==> src/rtl/fsm_counter_dispatcher_pkg.sv <==
// fsm_counter_dispatcher_pkg: state encoding and defaults shared by the dispatcher,
// the counter it drives and their benches.
package fsm_counter_dispatcher_pkg;
   typedef enum logic [1:0] {
      S_IDLE  = 2'd0,
      S_ISSUE = 2'd1,
      S_WAIT  = 2'd2,
      S_DONE  = 2'd3
   } state_e;
   localparam int CNT_W_DEF = 7;
endpackage

==> src/rtl/fsm_counter_job_fifo.sv <==
// fsm_counter_job_fifo: synchronous job FIFO with a combinational head; pointers carry
// one extra wrap bit so full and empty are told apart without a separate count.
module fsm_counter_job_fifo #(
   parameter int DEPTH = 4,
   parameter int CNT_W = 7
) (
   input  logic             clk,
   input  logic             reset,
   input  logic             push,
   input  logic             pop,
   input  logic [CNT_W-1:0] din,
   output logic [CNT_W-1:0] dout,
   output logic             full,
   output logic             empty
);
   localparam int AW = $clog2(DEPTH);
   logic [CNT_W-1:0] mem_q [DEPTH];
   logic [AW:0]      wr_q, rd_q;
   logic             wr_en, rd_en;
   assign empty = wr_q == rd_q;
   assign full  = wr_q == {~rd_q[AW], rd_q[AW-1:0]};
   assign dout  = mem_q[rd_q[AW-1:0]];
   assign wr_en = push && !full;
   assign rd_en = pop && !empty;
   always_ff @(posedge clk) begin
      if (reset) begin
         wr_q <= '0;
         rd_q <= '0;
      end else begin
         if (wr_en) wr_q <= wr_q + (AW+1)'(1);
         if (rd_en) rd_q <= rd_q + (AW+1)'(1);
      end
   end
   always_ff @(posedge clk) begin
      if (wr_en) mem_q[wr_q[AW-1:0]] <= din;
   end
endmodule

==> src/rtl/fsm_counter_dispatcher.sv <==
// fsm_counter_dispatcher: queues count jobs and hands them one at a time to a counter
// over the run/done handshake, aborting a job whose done never arrives.
module fsm_counter_dispatcher
   import fsm_counter_dispatcher_pkg::*;
#(
   parameter int CNT_W   = CNT_W_DEF,
   parameter int DEPTH   = 4,
   parameter int TIMEOUT = 512,
   parameter int STAT_W  = 8
) (
   input  logic              clk,
   input  logic              reset,
   input  logic              i_push,
   input  logic [CNT_W-1:0]  i_push_num,
   output logic              o_full,
   output logic              o_empty,
   output logic              o_push_err,
   output logic              o_run,
   output logic [CNT_W-1:0]  o_num_cnt,
   input  logic              i_idle,
   input  logic              i_running,
   input  logic              i_done,
   output logic              o_busy,
   output logic              o_job_done,
   output logic              o_timeout,
   output logic [STAT_W-1:0] o_done_cnt,
   output logic [STAT_W-1:0] o_abort_cnt
);
   localparam int WD_W = $clog2(TIMEOUT);
   state_e           state_q;
   logic [WD_W-1:0]  wd_q;
   logic [CNT_W-1:0] head;
   logic             push_ok, pop;
   logic             unused_running;
   assign unused_running = i_running;
   assign push_ok = i_push && !o_full && (i_push_num != '0);
   assign pop     = (state_q == S_IDLE) && !o_empty && i_idle;
   assign o_busy  = state_q != S_IDLE;
   fsm_counter_job_fifo #(.DEPTH(DEPTH), .CNT_W(CNT_W)) u_fifo (
      .clk   (clk),
      .reset (reset),
      .push  (push_ok),
      .pop   (pop),
      .din   (i_push_num),
      .dout  (head),
      .full  (o_full),
      .empty (o_empty)
   );
   always_ff @(posedge clk) begin
      if (reset) begin
         state_q     <= S_IDLE;
         wd_q        <= '0;
         o_run       <= 1'b0;
         o_num_cnt   <= '0;
         o_push_err  <= 1'b0;
         o_job_done  <= 1'b0;
         o_timeout   <= 1'b0;
         o_done_cnt  <= '0;
         o_abort_cnt <= '0;
      end else begin
         o_push_err <= i_push && !push_ok;
         o_run      <= 1'b0;
         o_job_done <= 1'b0;
         o_timeout  <= 1'b0;
         case (state_q)
            S_IDLE: if (pop) begin
               o_num_cnt <= head;
               o_run     <= 1'b1;
               state_q   <= S_ISSUE;
            end
            S_ISSUE: begin
               wd_q    <= '0;
               state_q <= S_WAIT;
            end
            // done is checked first so it wins over a coincident watchdog expiry
            S_WAIT: if (i_done) begin
               o_job_done <= 1'b1;
               o_done_cnt <= (&o_done_cnt) ? o_done_cnt : o_done_cnt + STAT_W'(1);
               state_q    <= S_DONE;
            end else if (wd_q == WD_W'(TIMEOUT - 1)) begin
               o_timeout   <= 1'b1;
               o_abort_cnt <= (&o_abort_cnt) ? o_abort_cnt : o_abort_cnt + STAT_W'(1);
               state_q     <= S_IDLE;
            end else begin
               wd_q <= wd_q + WD_W'(1);
            end
            S_DONE: state_q <= S_IDLE;
         endcase
      end
   end
endmodule

==> config.mk <==
export PLATFORM = sky130hd
export DESIGN_NAME = fsm_counter_dispatcher
export DESIGN_NICKNAME = d
export VERILOG_FILES = /design/src/rtl/fsm_counter_dispatcher_pkg.sv /design/src/rtl/fsm_counter_job_fifo.sv /design/src/rtl/fsm_counter_dispatcher.sv
export SDC_FILE = /design/constraint.sdc
export NUM_CORES = 1
export LEC_CHECK = 0
export CAP_MARGIN = 20
export CORE_MARGIN = 1
export CORE_UTILIZATION = 35
export CTS_CLUSTER_DIAMETER = 60
export DETAILED_ROUTE_END_ITERATION = 8
export PLACE_DENSITY = 0.59
export SYNTH_ARGS = -nofsm -noshare
export SYNTH_HDL_FRONTEND = slang
export SYNTH_HIERARCHICAL = 1
export SYNTH_SLANG_ARGS = --single-unit
==> constraint.sdc <==
create_clock -name clk -period 7.9 [get_ports clk]
set_clock_uncertainty 0.15 [all_clocks]
set_input_delay 1.975 -clock clk [delete_from_list [all_inputs] [get_ports clk]]
set_output_delay 1.975 -clock clk [all_outputs]
set_load 0.02 [all_outputs]
# Word-level counts from Yosys, hierarchy flattened
# Memory sizes are Yosys's and may differ from the RTL's. A register that Yosys moved wholly into a read port is not among the register bits.
# Index checks and enable logic that the tools add are counted.
[totals]
regBits = 37
ram_bits = 28
in_bits = 13
output_inout_bits = 30
wordCells = 68
n_memories = 1
[classes]
n_addsub = 5
n_eq_ne = 10
mux = 12
bitwise_logic = 6
reduce_logical = 24
[mem_list]
columns = ["memory", "words", "word_bits", "read_ports", "rd_clocked_by_memory_dff", "write_ports", "line", "text"]
rows = [
  ["u_fifo.mem_q", 4, 7, 1, 1, 1, "fsm_counter_job_fifo.sv:17", "logic [CNT_W-1:0] mem_q [DEPTH];"],
]
[op_table]
columns = ["cell", "count"]
rows = [
  ["$mux 9", 2],
  ["$pmux 9 s2", 1],
  ["$add 8x1->8 const B", 2],
  ["$reduce_and 8->1", 2],
  ["$add 9x1->9 const B", 1],
  ["$eq 9x9->1 const B", 1],
  ["$pmux 2 s4", 1],
  ["$logic_and 1x1->1", 7],
  ["$reduce_bool 7->1", 1],
  ["$add 3x1->3 const B", 2],
  ["$eq 3x3->1", 2],
  ["$mux 2", 3],
  ["$not 1->1", 6],
  ["$reduce_and 3->1", 2],
  ["$mux 1", 5],
  ["$eq 2x2->1 const B", 2],
  ["$ne 2x2->1 const B", 2],
  ["$reduce_and 2->1", 2],
  ["$reduce_and 4->1", 1],
  ["$reduce_bool 2->1", 2],
  ["$reduce_or 2->1", 2],
  ["$logic_not 1->1", 3],
  ["$ne 3x3->1 const B", 1],
  ["$reduce_or 3->1", 1],
  ["3 further kinds", 3],
]

# Depth between registers and ports, before layout
[logic_depth]
ltp_word = 8
ltp_mapped = 11

# Cells and area by module
# Netlist, hierarchy kept.
[modules_own_cells]
columns = ["mod", "n_inst", "cells_each", "area_each_um2", "seq_area_each_um2"]
rows = [
  ["fsm_counter_dispatcher", 1, 184, 1640.3, 760.7],
  ["fsm_counter_job_fifo", 1, 105, 1589.0, 1001.0],
]

# Worst setup path after synthesis
# OpenSTA, ideal clock, no wires.
[synth_timing]
path_kind = "input port to flip-flop"
from = "in i_push_num[5]"
to = "mem u_fifo.mem_q[3][0], enable pin"
setup_ns = 0.375
arrival_time_ns = 3.185
t_required_ns = 7.375
slack_ns = 4.189
cell_stages = 5
n_path_buf = 0
path_cell_list = "or4_1 nor4_1 nor3b_1 nand2_1 a31oi_1"
[synth_via]
elab_chain_cells = 5
[synth_lines]
columns = ["element", "line", "text"]
rows = [
  ["start, declared", "fsm_counter_dispatcher.sv:14", "input logic [CNT_W-1:0] i_push_num,"],
  ["$reduce_bool 7->1", "fsm_counter_dispatcher.sv:36", "assign push_ok = i_push && !o_full && (i_push_num != '0);"],
  ["$logic_and 1x1->1", "fsm_counter_dispatcher.sv:36", ""],
  ["via push_ok", "fsm_counter_dispatcher.sv:33", "logic push_ok, pop;"],
  ["$logic_and 1x1->1", "fsm_counter_job_fifo.sv:23", "assign wr_en = push && !full;"],
  ["$mux 1", "fsm_counter_job_fifo.sv:35", "if (wr_en) mem_q[wr_q[AW-1:0]] <= din;"],
  ["$mux 1 (not written as such)", "fsm_counter_job_fifo.sv:35", ""],
  ["end, declared", "fsm_counter_job_fifo.sv:17", ""],
]
# The timed path passes the listed nets, and every way through them passes these cells.

# Worst setup path after layout
[layout_timing]
from = "reg u_fifo.rd_q[0]"
to = "out o_empty"
[layout_via]
elab_chain_cells = 1
[layout_lines]
columns = ["element", "line", "text"]
rows = [
  ["start, declared", "fsm_counter_job_fifo.sv:18", "logic [AW:0] wr_q, rd_q;"],
  ["start signal, assigned", "fsm_counter_job_fifo.sv:31", "if (rd_en) rd_q <= rd_q + (AW+1)'(1);"],
  ["$eq 3x3->1", "fsm_counter_job_fifo.sv:20", "assign empty = wr_q == rd_q;"],
  ["end, declared", "fsm_counter_dispatcher.sv:16", "output logic o_empty,"],
]
# Every way passes these cells.

==> metrics.cfg <==
[run_status]
status=finished with violations
violations=DRC

[synth]
synth_fp_nets=311
yosysUniqueCellTypes=52
ys.flop_type=dfxtp_1
synth_top_area_share=0.285
synthTopCellsByArea=dfxtp_1, edfxtp_1, mux4_2, xor2_1, ha_1
syn_area_um2=3230
synthArstFlopShare=0
synth-edff-count=28
yosysSeqAreaShare=0.546
synth_largest_area_cell=dfxtp_1
avgSynthCellArea_um2=11.2
synth_warnings=6
synth-seq-cells=74
synthCells=289

[clock_network]
cts_tree=built
cts_resized=0
cts_hold_buf=0
cts_root_buffer=clkbuf_8
cts_inserted_buffers=9
htree_levels=3
clk_pin_slew_worst_paths_ns=0.09
clock_latency_ns=0.35
postCtsSetupBuffers=0
clock_path_buffers=2
clock-sinks=74

[place]
gp_congestion=0.784
dp_slack_ns=3.04
place.port_buffers=41
place_area_um2=3710
hpwl_um=4360

[finish]
final_common_cell=dfxtp_1
diodes=0
layout_common_cells=dfxtp_1, clkdlybuf4s50_1, edfxtp_1, nor2_1, nand2_1
fill_cells=819
area.sequential_um2=1760
syn_to_final_growth_pct=21.2
layout.nets=352
multiInputGateArea_um2=1370
final_area_um2=3910
drive_above_1_share=0.0866

[hold_path]
holdPathStages=2
hp-class=register to register

[global_routing]
antenna_found_initial=0
grt_pass1_wl_um=10500
gr-total-overflow=0
grt_usage=0.140
grt_max_degree=45
grt_pass1_vias=2111

[timing]
slew_headroom=0.359
period_share=0.592
finalSetupViolations=0
fin_crit_ns=4.68
worst_slack_ns=3.22
fmax_mhz=214
tns_ns=0
maxSlewViolCount=0
worst_pin_slew_ns=0.956
rsz0062_at_grt=no
finalHoldViolations=0

[critical_path]
start_kind=register
path_class=register to output pin
cp.arrival_ns=2.56
worstPathMaxFanout=8
required_ns=5.78
reg2reg_slack_ns=4.65
setup.worst_path.end_class=output pin
ff2ff_path_depth=6

[die]
die_w_um=98.1
start_util=0.367
die_h_um=98.1
floorplan.die_area_um2=9610
core_um2=8810
rows=34
io_pins=43

[detailed_routing]
ant_nets=0
route.detailed.drc=3
first_pass_iters=8
vias=2254
via_per_inst=5.09
totalWireLength_um=6250
wl_per_cell_um=14.1
drtIter0Drc=128

[power]
max-vdd-ir-drop_uv=127
p_leak_nw=1.33
total_power_mw=1.06
power_density_nw_per_um2=271

[flow_run]
drv_cap=0

==> Yosys cell counts (3+ instances only) <==
library cell	n
nor3b_1	6
o2111ai_1	3
o21ai_0	8
clkbuf_1	5
mux4_2	7
and2_1	6
dfxtp_1	46
edfxtp_1	28
nor3_1	3
nand3_1	8
or4_1	3
and3_1	5
xnor2_1	5
xor2_1	13
nor2_1	26
nand4_1	5
a31oi_1	4
inv_1	6
ha_1	9
a21oi_1	18
nand2_1	24
or3_1	4
o211ai_1	10
==> stage by stage <==
stage / hold slack, ns / utilization / cells
floorplan: 0.312 / - / 289
detailed placement: 0.301 / 0.421 / 427
global route: 0.333 / 0.444 / 443
finish: 0.309 / 0.444 / 443
global placement: 0.300 / 0.421 / 427
CTS: 0.314 / 0.444 / 443
==> final timing paths <==
| path | from | endpoint |
|---|---|---|
| setup / recovery | u_fifo/rd_q[0] | o_empty |
| hold / removal | o_num_cnt[5] | o_num_cnt[5] |
| setup reg to reg | u_fifo/wr_q[1] | u_fifo/mem_q[3][3] |
| hold reg to reg | o_num_cnt[5] | o_num_cnt[5] |
==> layer usage <==
| metal | GRT usage | wire [um] | up-vias |
|---|---|---|---|
| met4 | 0.0559 | 66 | 0 |
| met2 | 0.211 | 2860 | 41 |
| met1 | 0.191 | 3090 | 1058 |
| met5 | 0 | 0 | - |
| met3 | 0.0394 | 235 | 6 |
| li1 | - | - | 1149 |
==> power by group <==
group	switching, mW	internal [mW]
Clock	0.155	0.151
Sequential	0.0382	0.447
Combinational	0.159	0.111
Total	0.353	0.709
==> critical path: stages, from the launching register on <==
cell and delay (ns):
dfxtp_1 0.39, xnor2_1 0.56, nand2_1 0.31, nor2_1 0.30, clkdlybuf4s50_1 0.66
==> final cells by class <==
cell class,instances,share of cell area
multi-input cells,196,0.349
flip-flops and latches,74,0.450
repair buffers,42,0.107
clock inverters,7,0.0211
inverters,7,0.00672
well taps,108,0.0345
clock buffers,9,0.0317
==> cells by family after synthesis <==
| family | synth area share |
|---|---|
| xor gates and xnor gates | 0.0488 |
| AOI/OAI and AO/OA | 0.111 |
| muxes | 0.0585 |
| buffers and inverters | 0.0318 |
| adders and majority gates | 0.0349 |
| DFF | 0.546 |
| and+or+nand+nor | 0.169 |
==> flip-flops by register name, indices dropped and copies added (netlist names), 2 cells and up, named ones only <==
name and count:
o_abort_cnt 8, o_done_cnt 8, o_num_cnt 7, state_q 2, u_fifo/mem_q 28, u_fifo/rd_q 3
u_fifo/wr_q 3, wd_q 9
Note: power is estimated with default switching activity, not from simulation.
